===== src/rtl/mc_pkg.sv =====
// Shared types and constants for the multi-cycle MIPS control unit.
// States, opcode/funct codes, one-hot ALU operations, decode helper.
package mc_pkg;

    typedef enum logic [3:0] {
        S_FETCH,
        S_DECODE,
        S_EXEC_R,
        S_EXEC_I,
        S_MEM_ADDR,
        S_MEM_RD,
        S_MEM_WB,
        S_MEM_WR,
        S_WB_R,
        S_WB_I,
        S_BRANCH,
        S_JUMP
    } state_e;

    localparam logic [5:0] OP_RTYPE = 6'h00;
    localparam logic [5:0] OP_J     = 6'h02;
    localparam logic [5:0] OP_JAL   = 6'h03;
    localparam logic [5:0] OP_BEQ   = 6'h04;
    localparam logic [5:0] OP_ORI   = 6'h0D;
    localparam logic [5:0] OP_LUI   = 6'h0F;
    localparam logic [5:0] OP_LW    = 6'h23;
    localparam logic [5:0] OP_SW    = 6'h2B;

    localparam logic [5:0] F_SLL  = 6'h00;
    localparam logic [5:0] F_JR   = 6'h08;
    localparam logic [5:0] F_ADDU = 6'h21;
    localparam logic [5:0] F_SUBU = 6'h23;
    localparam logic [5:0] F_AND  = 6'h24;
    localparam logic [5:0] F_OR   = 6'h25;
    localparam logic [5:0] F_SLT  = 6'h2A;

    localparam logic [7:0] ALU_ADD   = 8'h01;
    localparam logic [7:0] ALU_SUB   = 8'h02;
    localparam logic [7:0] ALU_OR    = 8'h04;
    localparam logic [7:0] ALU_AND   = 8'h08;
    localparam logic [7:0] ALU_LUI   = 8'h10;
    localparam logic [7:0] ALU_SLL   = 8'h20;
    localparam logic [7:0] ALU_SLT   = 8'h40;
    localparam logic [7:0] ALU_PASSB = 8'h80;

    // State to leave DECODE for; S_FETCH means the instruction is illegal.
    function automatic state_e decode_target(
        input logic [5:0] op,
        input logic [5:0] funct,
        input logic       r_ok
    );
        state_e tgt;
        tgt = S_FETCH;
        case (op)
            OP_RTYPE: begin
                if (r_ok)              tgt = S_EXEC_R;
                else if (funct == F_JR) tgt = S_JUMP;
            end
            OP_ORI, OP_LUI: tgt = S_EXEC_I;
            OP_LW, OP_SW:   tgt = S_MEM_ADDR;
            OP_BEQ:         tgt = S_BRANCH;
            OP_J, OP_JAL:   tgt = S_JUMP;
            default:        tgt = S_FETCH;
        endcase
        return tgt;
    endfunction

endpackage


===== src/rtl/mc_alu_dec.sv =====
// ALU operation decoder: opcode/funct to one-hot ALUctrl.
// Also flags which R-type functs are ALU operations.
module mc_alu_dec
    import mc_pkg::*;
(
    input  logic [5:0] op_i,
    input  logic [5:0] funct_i,
    output logic [7:0] alu_ctrl_o,
    output logic       r_legal_o
);

    // Map the instruction to its ALU operation; ADD when nothing specific.
    always_comb begin
        alu_ctrl_o = ALU_ADD;
        r_legal_o  = 1'b0;
        case (op_i)
            OP_RTYPE: begin
                r_legal_o = 1'b1;
                case (funct_i)
                    F_ADDU:  alu_ctrl_o = ALU_ADD;
                    F_SUBU:  alu_ctrl_o = ALU_SUB;
                    F_AND:   alu_ctrl_o = ALU_AND;
                    F_OR:    alu_ctrl_o = ALU_OR;
                    F_SLT:   alu_ctrl_o = ALU_SLT;
                    F_SLL:   alu_ctrl_o = ALU_SLL;
                    default: r_legal_o  = 1'b0;
                endcase
            end
            OP_ORI:  alu_ctrl_o = ALU_OR;
            OP_LUI:  alu_ctrl_o = ALU_LUI;
            default: alu_ctrl_o = ALU_ADD;
        endcase
    end

endmodule


===== src/rtl/mc_ctrl.sv =====
// Multi-cycle MIPS control FSM with memory handshake watchdog.
// Outputs follow the state and latched IR; all forced low in reset.
module mc_ctrl
    import mc_pkg::*;
#(
    parameter int WAIT_MAX = 15,
    parameter int WAIT_W   = 4
) (
    input  logic        clk,
    input  logic        reset_n,
    input  logic [31:0] instr,
    input  logic        zero,
    input  logic        mem_ready,
    output logic        mem_req,
    output logic        mem_we,
    output logic        iord,
    output logic        ir_we,
    output logic        pc_we,
    output logic [1:0]  pc_src,
    output logic        reg_we,
    output logic [1:0]  reg_dst,
    output logic [1:0]  mem_to_reg,
    output logic        alu_srca,
    output logic [1:0]  alu_srcb,
    output logic        ext_op,
    output logic [7:0]  ALUctrl,
    output logic        illegal,
    output logic        bus_err
);

    state_e              state_q, state_d;
    logic [WAIT_W-1:0]   cnt_q, cnt_d;
    logic [5:0]          op, funct;
    logic [7:0]          alu_op;
    logic                r_legal;
    logic                mem_st;
    logic                timeout;
    state_e              dec_tgt;
    logic                unused_instr;

    assign op           = instr[31:26];
    assign funct        = instr[5:0];
    assign unused_instr = ^instr[25:6];

    mc_alu_dec u_alu_dec (
        .op_i       (op),
        .funct_i    (funct),
        .alu_ctrl_o (alu_op),
        .r_legal_o  (r_legal)
    );

    assign dec_tgt = decode_target(op, funct, r_legal);
    assign mem_st  = (state_q == S_FETCH) || (state_q == S_MEM_RD) ||
                     (state_q == S_MEM_WR);
    assign timeout = mem_st && !mem_ready &&
                     (cnt_q == WAIT_W'(WAIT_MAX));

    // State and watchdog counter registers.
    always_ff @(posedge clk or negedge reset_n) begin
        if (!reset_n) begin
            state_q <= S_FETCH;
            cnt_q   <= '0;
        end else begin
            state_q <= state_d;
            cnt_q   <= cnt_d;
        end
    end

    // Next state; the counter only survives while a memory wait continues.
    always_comb begin
        state_d = state_q;
        cnt_d   = '0;
        if (mem_st && !mem_ready && !timeout) cnt_d = cnt_q + 1'b1;
        unique case (state_q)
            S_FETCH: begin
                if (mem_ready) state_d = S_DECODE;
                else if (timeout) state_d = S_FETCH;
            end
            S_DECODE:   state_d = dec_tgt;
            S_EXEC_R:   state_d = S_WB_R;
            S_EXEC_I:   state_d = S_WB_I;
            S_MEM_ADDR: state_d = (op == OP_SW) ? S_MEM_WR : S_MEM_RD;
            S_MEM_RD: begin
                if (mem_ready) state_d = S_MEM_WB;
                else if (timeout) state_d = S_FETCH;
            end
            S_MEM_WR: begin
                if (mem_ready || timeout) state_d = S_FETCH;
            end
            S_MEM_WB, S_WB_R, S_WB_I,
            S_BRANCH, S_JUMP: state_d = S_FETCH;
            default:    state_d = S_FETCH;
        endcase
    end

    // Control outputs per state; held at zero while reset is asserted.
    always_comb begin
        mem_req    = 1'b0;
        mem_we     = 1'b0;
        iord       = 1'b0;
        ir_we      = 1'b0;
        pc_we      = 1'b0;
        pc_src     = 2'b00;
        reg_we     = 1'b0;
        reg_dst    = 2'b00;
        mem_to_reg = 2'b00;
        alu_srca   = 1'b0;
        alu_srcb   = 2'b00;
        ext_op     = 1'b0;
        ALUctrl    = 8'h00;
        illegal    = 1'b0;
        bus_err    = 1'b0;
        if (reset_n) begin
            ALUctrl = ALU_ADD;
            unique case (state_q)
                S_FETCH: begin
                    mem_req  = !timeout;
                    bus_err  = timeout;
                    alu_srcb = 2'b01;
                    ir_we    = mem_ready;
                    pc_we    = mem_ready;
                end
                S_DECODE: begin
                    alu_srcb = 2'b11;
                    illegal  = (dec_tgt == S_FETCH);
                end
                S_EXEC_R: begin
                    alu_srca = 1'b1;
                    ALUctrl  = alu_op;
                end
                S_WB_R: begin
                    reg_we  = 1'b1;
                    reg_dst = 2'b01;
                    ALUctrl = alu_op;
                end
                S_EXEC_I: begin
                    alu_srcb = 2'b10;
                    ALUctrl  = alu_op;
                end
                S_WB_I: begin
                    reg_we  = 1'b1;
                    ALUctrl = alu_op;
                end
                S_MEM_ADDR: begin
                    alu_srca = 1'b1;
                    alu_srcb = 2'b10;
                    ext_op   = 1'b1;
                end
                S_MEM_RD: begin
                    mem_req = !timeout;
                    bus_err = timeout;
                    iord    = 1'b1;
                end
                S_MEM_WB: begin
                    reg_we     = 1'b1;
                    mem_to_reg = 2'b01;
                end
                S_MEM_WR: begin
                    mem_req = !timeout;
                    mem_we  = !timeout;
                    bus_err = timeout;
                    iord    = 1'b1;
                end
                S_BRANCH: begin
                    alu_srca = 1'b1;
                    ALUctrl  = ALU_SUB;
                    pc_we    = zero;
                    pc_src   = 2'b01;
                end
                S_JUMP: begin
                    pc_we = 1'b1;
                    if (op == OP_RTYPE) begin
                        pc_src = 2'b11;
                    end else begin
                        pc_src = 2'b10;
                        if (op == OP_JAL) begin
                            reg_we     = 1'b1;
                            reg_dst    = 2'b10;
                            mem_to_reg = 2'b10;
                        end
                    end
                end
                default: ALUctrl = ALU_ADD;
            endcase
        end
    end

endmodule


===== config.mk =====
export PLATFORM = sky130hd
export DESIGN_NAME = mc_ctrl
export DESIGN_NICKNAME = d
export VERILOG_FILES = /design/src/rtl/mc_pkg.sv /design/src/rtl/mc_alu_dec.sv /design/src/rtl/mc_ctrl.sv
export SDC_FILE = /design/constraint.sdc
export NUM_CORES = 1
export LEC_CHECK = 0
export CAP_MARGIN = 20
export CORE_MARGIN = 2
export CORE_UTILIZATION = 50
export CTS_CLUSTER_SIZE = 24
export DETAILED_ROUTE_END_ITERATION = 16
export DONT_BUFFER_PORTS = 1
export HOLD_SLACK_MARGIN = 0.03
export PLACE_DENSITY_LB_ADDON = 0.1
export RECOVER_POWER = 25
export SKIP_CTS_REPAIR_TIMING = 1
export SLEW_MARGIN = 20
export SYNTH_ARGS = -nofsm -noshare
export SYNTH_HDL_FRONTEND = slang
export SYNTH_SLANG_ARGS = --single-unit

===== constraint.sdc =====
create_clock -name clk -period 2.4 [get_ports clk]
set_clock_uncertainty 0.15 [all_clocks]
set_input_delay 0.48 -clock clk [delete_from_list [all_inputs] [get_ports clk]]
set_output_delay 0.48 -clock clk [all_outputs]
set_load 0.01 [all_outputs]

# Yosys cells after proc, flatten, opt, wreduce, memory -nomap -nowiden
# Cells that the tools add are included.
# word_totals
ff_bits	8
output_inout_bits	26
wordCells	100
inputBits	36
# op_classes
mux	49
reduce_logical	22
eq_ne	26
addsub	1
# op_table
operator	n
6-bit equality test (second input constant)	7
7-bit one-hot mux with 5 select lines	1
4-bit 2-to-1 mux	7
4-bit one-hot mux with 7 select lines	1
1-bit 2-to-1 mux	23
7-bit one-hot mux with 3 select lines	1
4-bit equality test (second input constant)	5
4-bit one-hot mux with 5 select lines	1
6-bit by 4-bit equality test with 1-bit output (second input constant)	3
4-bit by 3-bit equality test with 1-bit output (second input constant)	4
8-bit one-hot mux with 2 select lines	1
2-bit 2-to-1 mux	7
6-bit by 2-bit equality test with 1-bit output (second input constant)	2
6-bit zero test	2
2-bit one-hot mux with 2 select lines	3
2-bit OR reduction	5
3-bit OR reduction	3
4-bit by 2-bit equality test with 1-bit output (second input constant)	2
4-bit zero test	2
8-bit 2-to-1 mux	1
6-bit by 3-bit equality test with 1-bit output (second input constant)	1
2-bit one-hot mux with 3 select lines	1
6-bit OR reduction	1
4-bit by 1-bit adder with 4-bit output (second input constant)	1
other kinds (8)	13

# Logic depth before layout (Yosys ltp)
# logic_depth
ltp_word	9
depth_mapped	6
depth_no_buf	5

# Hierarchy
# Synthesis repeated with hierarchy kept, for this count alone.
# unflattened
hier_cells	154
hier_area_um2	1146.1
# by_module_without_submodules
mod	cells_each	n_inst	area_per_inst_um2	seq_area_each_um2
mc_ctrl	120	1	904.6	200.2
mc_alu_dec	34	1	241.5	0.0

# Worst setup path before layout
# Ideal clock, no wire load.
# synth_timing
path_type	input -> output
start	input port instr[31]
end	output port ALUctrl[5]
t_arrival_ns	1.878
cell_stages	4
required_ns	1.770
n_path_buf	0
setup_slack_ns	-0.108
cell_sequence	or4_4 > or2_4 > or3_4 > nor2_1
# synth_between
elab_chain_cells	4
word_cells_on_any_way	6
cone_classes	eq/ne: 2; mux: 3; reduce/logical: 1
# synth_rtl
item	line	source
start, declared	mc_ctrl.sv:11	input logic [31:0] instr,
6-bit by 4-bit equality test with 1-bit output / 6-bit zero test (equally long branches)	mc_alu_dec.sv:16	case (op_i)
7-bit one-hot mux with 3 select lines *	mc_alu_dec.sv:16	
8-bit one-hot mux with 2 select lines *	mc_ctrl.sv:115	unique case (state_q)
8-bit 2-to-1 mux *	mc_ctrl.sv:113	if (reset_n) begin
end, declared	mc_ctrl.sv:26	output logic [7:0] ALUctrl,
# Every way passes the cells marked *; elsewhere a longest branch is shown, timed or not.

# Final worst setup path
# layout_timing
start	input port instr[31]
end	output port ALUctrl[6]
# Same word-level chain as after synthesis.

==> run_results.csv <==
group,metric,value,unit
die,start_util,53.6,%
yosys,netlist.area_leader.share,18.6,%
yosys,ys_async_sr_fraction,100,%
clock_tree,clock_latency,250,ps
yosys,syn_area_per_cell,7.30,um^2
grt,grt_max_degree,20,
power,ir_worst_vdd,0.652,mV
sta,min_period_over_period,104,%
yosys,synth_area,1070,um^2
clock_tree,cts_root_buffer,"clkbuf_4",
clock_tree,cts_made_buffers,3,
layout,drive_above_1_share,25.5,%
routing,drt-total-wl,2880,um
power,power.density,668,nW/um^2
hold_path,worst_hold_path_type,"input port to flip-flop",
yosys,yosys_most_used_dff,"dfrtp_1",
yosys,synth_edf_count,0,
die,die_w,50.3,um
routing,avgViaCountPerCell,6.49,
layout,final_common_cell,"buf_4",
yosys,muxShareOfSynthArea,1.98,%
power,power,842,uW
sta,hold_viol,0,
routing,postRouteAntennaNets,0,
layout,nets,192,
die,io_pins,62,
clock_tree,clk_pin_slew,50,ps
grt,grt-ovfl-total,0,
yosys,synth.net_count,184,
critical_path,path_max_fanout,5,
yosys,synth_top_family_by_area,"simple AND/OR/NAND/NOR gates",
status,outcome,"complete, but fails checks",
yosys,synth_cell_type_count,52,
routing,drt_first_pass_iters,4,
grt,antenna_found_initial,0,
yosys,postSynthRegisterBits,8,
clock_tree,cts_buffer_depth,2,
yosys,postSynthCellCount,147,
routing,drt_iter0_markers,22,
yosys,synthAdderAreaFrac,1.17,%
sta,period_minus_slack,2500,ps
place,place_congestion,0.868,
layout,diodes,0,
clock_tree,cts-htree-levels,1,
die,rows,16,
clock_tree,cts_tree,"done",
clock_tree,clkSinkCount,8,
yosys,yosys.area_share.xor_xnor,2.45,%
sta,fmax,400,MHz
sta,worst_slack,-102,ps
yosys,seq_area_frac_synth,18.6,%
grt,grt_pass1_vias,1042,
critical_path,endpoint_kind,"output port",
grt,grt_use_total,22.0,%
critical_path,critPathRequiredTime,1770,ps
critical_path,crit_type,"input port to output port",
yosys,synth_area_leaders,"dfrtp_1, nor3b_1, nor2_1, nand2b_1, nor2b_1",
layout,final_cell_mix,"buf_4, nor2_1, nor3b_1",
yosys,yosysWarnings,0,
place,preCtsSetupSlack,-95.3,ps
place,dp_hpwl,2100,um
sta,rsz0062_at_grt,"true",
layout,nFillCells,191,
sta,finalSetupViolCount,5,
layout,syn_to_final_growth,17.4,%
die,core_area,2000,um^2
yosys,synth_compound_area_share,21.6,%
die,dieArea,2530,um^2
critical_path,worstPathArrival,1870,ps
critical_path,start_kind,"input port",
routing,wl_per_cell,16.0,um
yosys,yosys.area.top_type,"dfrtp_1",
routing,via_count,1169,
die,die_h,50.3,um
grt,grt_pass1_wl,4460,um
sta,slew_violations,0,
status,violations,"negative setup slack",
run,maxCapViolCount,0,
yosys,yosys.area_share.simple,48.3,%
place,io_buffers,0,
routing,remaining_drc_errors,0,
power,p_leak,0.000452,uW
-- cells in the mapped netlist (all sizes together), types with 2 or more instances --
cell     number
and4          2
o21ai         5
buf           3
nand2         7
xor2          2
nor2b         6
a21oi         6
a211oi        2
nor4          5
nand4b        2
inv           3
and3          5
dfrtp         8
nor3b         8
clkbuf        9
o21bai        3
o211ai        3
nand3b        3
or4           2
nor3          7
nand2b        6
or3           5
and2          2
o31a          2
nand3         6
a2111oi       2
nor2         13
-- path summary, 6_finish.rpt --
path	from	endpoint	slack (ps)	depth (start not counted)
worst max-delay path	instr[31]	ALUctrl[6]	-100	4
worst min-delay path	instr[29]	state_q[1]	310	2
worst max register to register	state_q[1]	cnt_q[3]	610	5
worst min register to register	cnt_q[0]	cnt_q[0]	330	1
max in group asynchronous	reset_n	state_q[1]	1420	1
min in group asynchronous	reset_n	cnt_q[0]	410	1
-- where the power goes --
| group | internal [uW] | leakage, uW | total (uW) | switching (uW) |
|---|---|---|---|---|
| logic | 235 | 0.000332 | 517 | 282 |
| clock network | 57.0 | 0.0000138 | 99.5 | 42.5 |
| registers | 170 | 0.000107 | 225 | 55.7 |
| total | 462 | 0.000452 | 842 | 380 |
-- per-stage QoR --
| step | hold slack [ps] | setup TNS (ps) | util (%) | instance area [um^2] | instances |
|---|---|---|---|---|---|
| after detailed placement | 34.8 | -356 | 58.0 | 1160 | 174 |
| after global placement | 34.7 | -373 | 58.0 | 1160 | 174 |
| after floorplan | 34.4 | -375 | - | 1090 | 147 |
| after global routing | 296 | -723 | 62.9 | 1260 | 180 |
| final | 313 | -371 | 62.9 | 1260 | 180 |
| after CTS | -234 | -423 | 59.1 | 1180 | 177 |
-- logic make-up after synthesis --
family                     count (synthesis)
buffers and inverters                     15
xor gates and xnor gates                   3
other                                      1
muxes                                      2
DFF                                        8
and+or+nand+nor                           85
AOI/OAI and AO/OA                         32
adders and majority gates                  1
-- area by class of cell --
cell class,count,area (um^2),share of cell area (%)
multi-input combinational,124,876,69.5
timing repair buffer,15,115,9.14
tap,27,33.8,2.68
clock buffer,3,22.5,1.79
sequential,8,201,16.0
inverter,3,11.3,0.894
-- layer usage --
metal	routed length [um]	global-route usage, %
met5	0	0
met4	13	3.60
met3	207	3.87
met2	1420	38.2
met1	1230	28.9
-- registers in the layout, summed over array words and instances (netlist names) --
signal	flops
state_q	4
cnt_q	4
-- critical path: stages --
cell,delay [ps]
or4_4,520
or2_4,290
or3_4,410
nor2_2,170
Note: power is estimated with default switching activity, not from simulation.
